File: src/rtl/serial_add_pkg.sv
// Shared types and constants for the bit-serial adder sequencer.
//   state_e       : controller states (idle, shifting, result held)
//   REQ0 / REQ1   : requester identifiers as carried on res_id
//   DEFAULT_WIDTH : default operand width
package serial_add_pkg;

    typedef enum logic [1:0] {
        StIdle,
        StRun,
        StDone
    } state_e;

    localparam logic REQ0 = 1'b0;
    localparam logic REQ1 = 1'b1;

    localparam int unsigned DEFAULT_WIDTH = 8;

endpackage

File: src/rtl/half_adder_cell.sv
// Combinational half adder; two of these plus an OR form the full-adder slice.
//   a, b : input bits
//   s    : sum bit   (a ^ b)
//   c    : carry bit (a & b)
module half_adder_cell (
    input  logic a,
    input  logic b,
    output logic s,
    output logic c
);

    assign s = a ^ b;
    assign c = a & b;

endmodule

File: src/rtl/serial_add_sequencer.sv
// Bit-serial adder controller. Two requesters share one full-adder slice; a
// round-robin arbiter picks one, the operands are added LSB-first over WIDTH
// cycles and the result is offered on a valid/ready port.
//
// Optional feature (macro SERIAL_ADD_SUB_EN): adds req0_sub / req1_sub. When
// set at grant, B is inverted on capture and the carry-in is 1, giving A-B;
// res_carry=1 then means no borrow.
//
// Ports:
//   clk, rst                 : clock, synchronous active-high reset
//   reqN_valid/_a/_b         : requester N operand pair (N = 0, 1)
//   reqN_sub                 : requester N subtract select (macro only)
//   reqN_ready               : one-cycle pulse when requester N is captured
//   res_valid/_sum/_carry/_id: result, held until res_ready
//   res_ready                : consumer accepts the result
//   busy                     : high while an operation is running or held
module serial_add_sequencer
    import serial_add_pkg::*;
#(
    parameter int unsigned WIDTH = DEFAULT_WIDTH
) (
    input  logic             clk,
    input  logic             rst,
    input  logic             req0_valid,
    input  logic [WIDTH-1:0] req0_a,
    input  logic [WIDTH-1:0] req0_b,
`ifdef SERIAL_ADD_SUB_EN
    input  logic             req0_sub,
`endif
    output logic             req0_ready,
    input  logic             req1_valid,
    input  logic [WIDTH-1:0] req1_a,
    input  logic [WIDTH-1:0] req1_b,
`ifdef SERIAL_ADD_SUB_EN
    input  logic             req1_sub,
`endif
    output logic             req1_ready,
    output logic             res_valid,
    output logic [WIDTH-1:0] res_sum,
    output logic             res_carry,
    output logic             res_id,
    input  logic             res_ready,
    output logic             busy
);

    localparam int unsigned CntW = $clog2(WIDTH + 1);
    localparam logic [CntW-1:0] LastBit = CntW'(WIDTH - 1);

    state_e           state_q;
    logic [WIDTH-1:0] a_q;
    logic [WIDTH-1:0] b_q;
    logic             carry_q;
    logic             last_grant_q;
    logic [CntW-1:0]  cnt_q;

    logic             grant;
    logic             grant_id;
    logic [WIDTH-1:0] sel_a;
    logic [WIDTH-1:0] sel_b;
    logic             sel_sub;

    logic             ha0_s;
    logic             ha0_c;
    logic             ha1_s;
    logic             ha1_c;
    logic             carry_next;

    // Round-robin: on contention the requester that did not win last time goes.
    always_comb begin
        grant_id = REQ0;
        if (req0_valid && req1_valid) begin
            grant_id = ~last_grant_q;
        end else if (req1_valid) begin
            grant_id = REQ1;
        end
    end

    // Gated by rst so no ready pulse is shown for a grant that reset discards.
    assign grant      = (state_q == StIdle) && (req0_valid || req1_valid) && !rst;
    assign req0_ready = grant && (grant_id == REQ0);
    assign req1_ready = grant && (grant_id == REQ1);
    assign busy       = (state_q != StIdle);

    always_comb begin
        sel_a = (grant_id == REQ1) ? req1_a : req0_a;
        sel_b = (grant_id == REQ1) ? req1_b : req0_b;
`ifdef SERIAL_ADD_SUB_EN
        sel_sub = (grant_id == REQ1) ? req1_sub : req0_sub;
`else
        sel_sub = 1'b0;
`endif
    end

    // Full-adder slice on the operand LSBs.
    half_adder_cell u_ha0 (
        .a (a_q[0]),
        .b (b_q[0]),
        .s (ha0_s),
        .c (ha0_c)
    );

    half_adder_cell u_ha1 (
        .a (ha0_s),
        .b (carry_q),
        .s (ha1_s),
        .c (ha1_c)
    );

    assign carry_next = ha0_c | ha1_c;

    always_ff @(posedge clk) begin
        if (rst) begin
            state_q      <= StIdle;
            a_q          <= '0;
            b_q          <= '0;
            carry_q      <= 1'b0;
            last_grant_q <= REQ1;
            cnt_q        <= '0;
            res_valid    <= 1'b0;
            res_sum      <= '0;
            res_carry    <= 1'b0;
            res_id       <= REQ0;
        end else begin
            unique case (state_q)
                StIdle: begin
                    if (grant) begin
                        a_q          <= sel_a;
                        b_q          <= sel_sub ? ~sel_b : sel_b;
                        carry_q      <= sel_sub;
                        res_id       <= grant_id;
                        last_grant_q <= grant_id;
                        cnt_q        <= '0;
                        state_q      <= StRun;
                    end
                end
                StRun: begin
                    a_q     <= a_q >> 1;
                    b_q     <= b_q >> 1;
                    carry_q <= carry_next;
                    // Sum bits enter at the MSB; after WIDTH shifts bit 0 is at the LSB.
                    res_sum <= {ha1_s, res_sum[WIDTH-1:1]};
                    cnt_q   <= cnt_q + CntW'(1);
                    if (cnt_q == LastBit) begin
                        res_carry <= carry_next;
                        res_valid <= 1'b1;
                        state_q   <= StDone;
                    end
                end
                StDone: begin
                    if (res_ready) begin
                        res_valid <= 1'b0;
                        state_q   <= StIdle;
                    end
                end
                default: state_q <= StIdle;
            endcase
        end
    end

endmodule

File: config.mk
export PLATFORM = sky130hd
export DESIGN_NAME = serial_add_sequencer
export DESIGN_NICKNAME = d
export VERILOG_FILES = /design/src/rtl/serial_add_pkg.sv /design/src/rtl/half_adder_cell.sv /design/src/rtl/serial_add_sequencer.sv
export SDC_FILE = /design/constraint.sdc
export NUM_CORES = 1
export LEC_CHECK = 0
export CAP_MARGIN = 15
export CORE_ASPECT_RATIO = 1.25
export CORE_MARGIN = 5
export CORE_UTILIZATION = 49
export CTS_CLUSTER_SIZE = 12
export DETAILED_ROUTE_END_ITERATION = 10
export PLACE_DENSITY = 0.87
export SYNTH_ARGS = -nofsm -noshare
export SYNTH_HDL_FRONTEND = slang
export SYNTH_SLANG_ARGS = --single-unit
File: constraint.sdc
create_clock -name clk -period 4.45 [get_ports clk]
set_input_delay 1.335 -clock clk [delete_from_list [all_inputs] [get_ports clk]]
set_output_delay 1.335 -clock clk [all_outputs]
set_load 0.1 [all_outputs]
* Word-level counts from Yosys, hierarchy flattened *
Cells that the tools add are included.

storage, ports and cells
  register bits after elaboration = 35
  bits in latches = 0
  RAM bits = 0
  ROM bits = 0
  output and inout bits = 14
  memories = 0

operators by class
  add/sub/neg operators = 1
  multiply operators = 0
  divide/modulo/power cells = 0
  magnitude comparators = 0
  eq/ne operators = 6
  shifts and indexed selects = 0
  multiplexer cells = 19
  bitwise operators = 7
  reductions and logical operators = 16

operators with widths
  kind                                           count
  2-to-1 mux 8 bit                               4
  one-hot mux 8 bit (2 select lines)             2
  one-hot mux 4 bit (2 select lines)             1
  2-to-1 mux 2 bit                               3
  inequality test 2 bit, second input constant   3
  one-hot mux 2 bit (3 select lines)             1
  AND reduction 2 bit                            3
  AND reduction 3 bit                            2
  nonzero test 2 bit                             3
  logical AND 1 bit                              5
  2-to-1 mux 1 bit                               5
  adder 4 x 1 -> 4 bit, second input constant    1
  == test 4 x 3 -> 1 bit, second input constant  1
  2-to-1 mux 4 bit                               1
  one-hot mux 1 bit (2 select lines)             2
  AND 1 bit                                      2
  == test 2 x 1 -> 1 bit, second input constant  1
  == test 2 bit, second input constant           1
  logical NOT 2 bit                              1
  inverter 1 bit                                 2
  XOR 1 bit                                      2
  logical NOT 1 bit                              1
  logical OR 1 bit                               1
  OR 1 bit                                       1

* Longest topological paths before layout *
  depth after elaboration = 5
  mapped depth = 6
  mapped depth without buffers = 5

* Modules after synthesis *
From an unflattened synthesis, not the netlist that was laid out.

unflattened totals
  cell total of the unflattened synthesis = 185
  area total of the unflattened synthesis = 1571.5 µm²

by module, submodules not included
  module                instances  cells each  area an instance (µm²)  sequential area each (µm²)
  serial_add_sequencer  1          183         1546.5                  700.7
  half_adder_cell       2          1           12.5                    0.0

* Least setup slack after synthesis *
Ideal clock, no wire load.

  path kind = input -> output
  from = in rst
  to = out req1_ready
  arrival time = 3.802 ns
  slack = -0.687 ns
  stages on the path = 2
  buffers on the path = 1
  path through = clkbuf_1 -> nor3_1

on the way
  word-level cells in the longest chain between the ends = 3

ends and longest elaborated chain
  item               RTL line                    text
  start, declared    serial_add_sequencer.sv:23  input logic rst,
  logical NOT 1 bit  serial_add_sequencer.sv:79  assign grant = (state_q == StIdle) && (req0_valid || req1_valid) && !rst;
  logical AND 1 bit  serial_add_sequencer.sv:79
  logical AND 1 bit  serial_add_sequencer.sv:81  assign req1_ready = grant && (grant_id == REQ1);
  end, declared      serial_add_sequencer.sv:37  output logic req1_ready,

No other way between the ends.

* Worst setup path after layout *
  from = in req1_valid
  to = out req1_ready

on the way
  word-level cells in the longest chain between the ends = 4
  elaborated cells between the ends (all ways) = 7
  those cells by class = mux: 2; reduce/logical: 5

ends and longest elaborated chain
  item                             RTL line                    text
  start, declared                  serial_add_sequencer.sv:31  input logic req1_valid,
  logical OR 1 bit                 serial_add_sequencer.sv:79
  logical AND 1 bit (2 in series)  serial_add_sequencer.sv:79
  logical AND 1 bit *              serial_add_sequencer.sv:81

Every way passes the cells marked *; elsewhere a longest branch is shown, timed or not.

==> impl_metrics.csv <==
group,metric,value,unit
clock_tree,root_buffer,"clkbuf_8",
setup_path,crit_type,"in2out",
global_route,grt_max_degree,32,
layout,diodes,0,
global_route,grt_pass1_wl,6800,um
yosys,synthArstFlopShare,0,%
timing,maxSlewViolCount,0,
drt,vias,1588,
setup_path,cp.required,3.12,ns
floorplan,row_count,23,
run_status,status,"completed",
yosys,syn_inst,197,
timing,setup_viol,0,
yosys,synth_common_cells,"nand2_1 (43), dfxtp_1 (35), a21oi_1 (30), nor2_1 (22), a22oi_1 (8)",
clock_tree,clkLatencyLatePin,0.30,ns
power,power-per-cell-area,338,mW/mm^2
setup_path,cp_max_fo,12,
yosys,synth_top_area_cell,"dfxtp_1",
timing,rsz0062_at_grt,"false",
clock_tree,clockBufferDepth,2,
drt,antenna_left,0,
power,peakVddDrop,0.000298,V
drt,avgRoutedWirePerCell,15.2,um
placement,dpl.hpwl,3160,um
timing,tightest_slew,0.982,ns
global_route,grtUsageMet3,7.03,%
clock_tree,htree_levels,2,
global_route,grt_antenna_before_repair,0,
clock_tree,cts_hold_buf,0,
clock_tree,clock_sinks,35,
floorplan,die_area,0.00451,sq mm
layout,synthToLayoutAreaGrowth,40.0,%
drt,drtPass1Iterations,8,
yosys,synth_edf_count,0,
yosys,synth_nets,236,
clock_tree,cts-buffers-inserted,5,
yosys,synth_seq_cells,35,
yosys,synth.most_common_cell,"nand2_1",
layout,nNetsFinal,285,
drt,vias_per_cell,5.59,
setup_path,rrSetupSlack,2.49,ns
power,p_leak,0.863,nW
yosys,yosysSeqAreaShare,43.8,%
yosys,ys_top_cells_by_area,"dfxtp_1 (44%), nand2_1 (10%), a21oi_1 (9.4%)",
timing,max_freq,0.249,GHz
global_route,grtUsageTotal,20.6,%
worst_hold_path,min_path_type,"reg2reg",
drt,drc,0,
yosys,synth_ff_type,"dfxtp_1",
global_route,grt_pass1_vias,1524,
global_route,grt_util_met1,23.6,%
placement,place.gp.congestion,0.829,
layout,drive_gt1_share,8.91,%
drt,drt_wl_total,4310,um
global_route,met2_usage,33.9,%
placement,port_buffers,50,
floorplan,core-area,0.00317,sq mm
clock_tree,cts_tree,"done",
clock_tree,clk_pin_slew_worst_paths,0.07,ns
floorplan,die_h,73.9,um
setup_path,start_kind,"input pin",
timing,finalCritPeriodShare,90.4,%
yosys,syn_area_per_cell,8.12,sq um
yosys,synth_area,0.00160,sq mm
timing,period_needed,4.02,ns
timing,finalHoldViolCount,0,
global_route,grt.overflow.total,0,
timing,whs,0.461,ns
drt,drtIter0Drc,109,
floorplan,fp.dieW,61.1,um
flow_run,max_cap_viol_count,0,
setup_path,crit_arrival,2.69,ns
timing,relSlewSlack,34.3,%
timing,clock_skew,0.00869,ns
yosys,synth.distinct_cells,38,
yosys,ys.warnings.count,0,
clock_tree,cts_setup_buffers,0,
floorplan,initial_core_util,50.5,%
floorplan,io_pins,51,
setup_path,end_kind,"primary output",
timing,setup_tns,0,ns
clock_tree,ctsResizeCount,0,
global_route,busiest_layer,"met2",
yosys,synth_top_area_share,43.8,%
sequential cells by signal, summed over array words and instances, names as in the netlist:
signal,flops
carry_q,1
res_sum,8
state_q,2
last_grant_q,1
res_carry,1
cnt_q,4
res_valid,1
a_q,8
res_id,1
b_q,8
kinds of logic (layout without fill, tap and decap cells):
logic type / after synthesis / in the layout / share of synthesized area, %
adder cells (fa/ha/maj): 2 / 2 / 2.03
AO/OA/AOI/OAI: 62 / 62 / 25.2
flip-flops: 35 / 35 / 43.8
AND/OR/NAND/NOR: 80 / 80 / 22.1
buffers and inverters: 15 / 65 / 4.93
multiplexers: 3 / 3 / 1.96
critical path, cell delays in order:
cell and delay (ns):
clkdlybuf4s50_1 0.53, a21bo_2 0.35, nor3_2 0.26, buf_12 0.22
per-stage QoR:
step | utilization (%) | std cells | power (mW) | cell area, sq um | setup WS (ns)
finish | 70.7 | 284 | 0.756 | 2240 | 0.428
global route | 70.7 | 284 | 0.791 | 2240 | 0.339
CTS | 70.7 | 284 | 0.760 | 2240 | 0.426
detailed placement | 67.4 | 276 | 0.504 | 2130 | 0.433
global placement | 67.4 | 276 | 0.501 | 2130 | 0.452
floorplan | - | 197 | 0.445 | 1600 | 0.244
cells in the final DEF (no fill, tap or decap), drive strengths merged, types with 2 or more instances in the layout:
cell and n:
nor3 3, a21oi 30, inv 2, dfxtp 35
nor2 22, a221o 5, buf 8, a2111oi 2
nor2b 2, clkbuf 7, clkdlybuf4s50 47, nand2 43
o21ai 5, mux2i 2, or2 3, a31oi 2
a22oi 8, a211o 5
final cells by class:
class | instances | area [sq um]
Fill cell | 244 | 927
Multi-Input combinational cell | 147 | 825
Sequential cell | 35 | 701
Timing Repair Buffer | 55 | 556
Clock buffer | 7 | 96.3
Tap cell | 37 | 46.3
Clock inverter | 1 | 7.51
Inverter | 2 | 7.51
worst paths after layout:
path | start | cells after the start | end
hold reg to reg | res_sum[0] | 2 | res_sum[0]
setup / recovery | req1_valid | 4 | req1_ready
setup reg to reg | state_q[1] | 4 | b_q[3]
hold / removal | res_sum[0] | 2 | res_sum[0]
report_power, final:
group	switching, mW	leakage [nW]	internal, mW
combinational	0.0848	0.526	0.0681
clock	0.118	0.0505	0.141
sequential	0.0134	0.286	0.332
metal layers:
layer,part of all wire [%],wire (um),vias up
met1,41,1780,733
met5,0,0,-
li1,-,-,784
met4,2.2,93,0
met3,7.8,334,13
met2,49,2100,58
No activity file was read; power rests on OpenSTA's default activity.
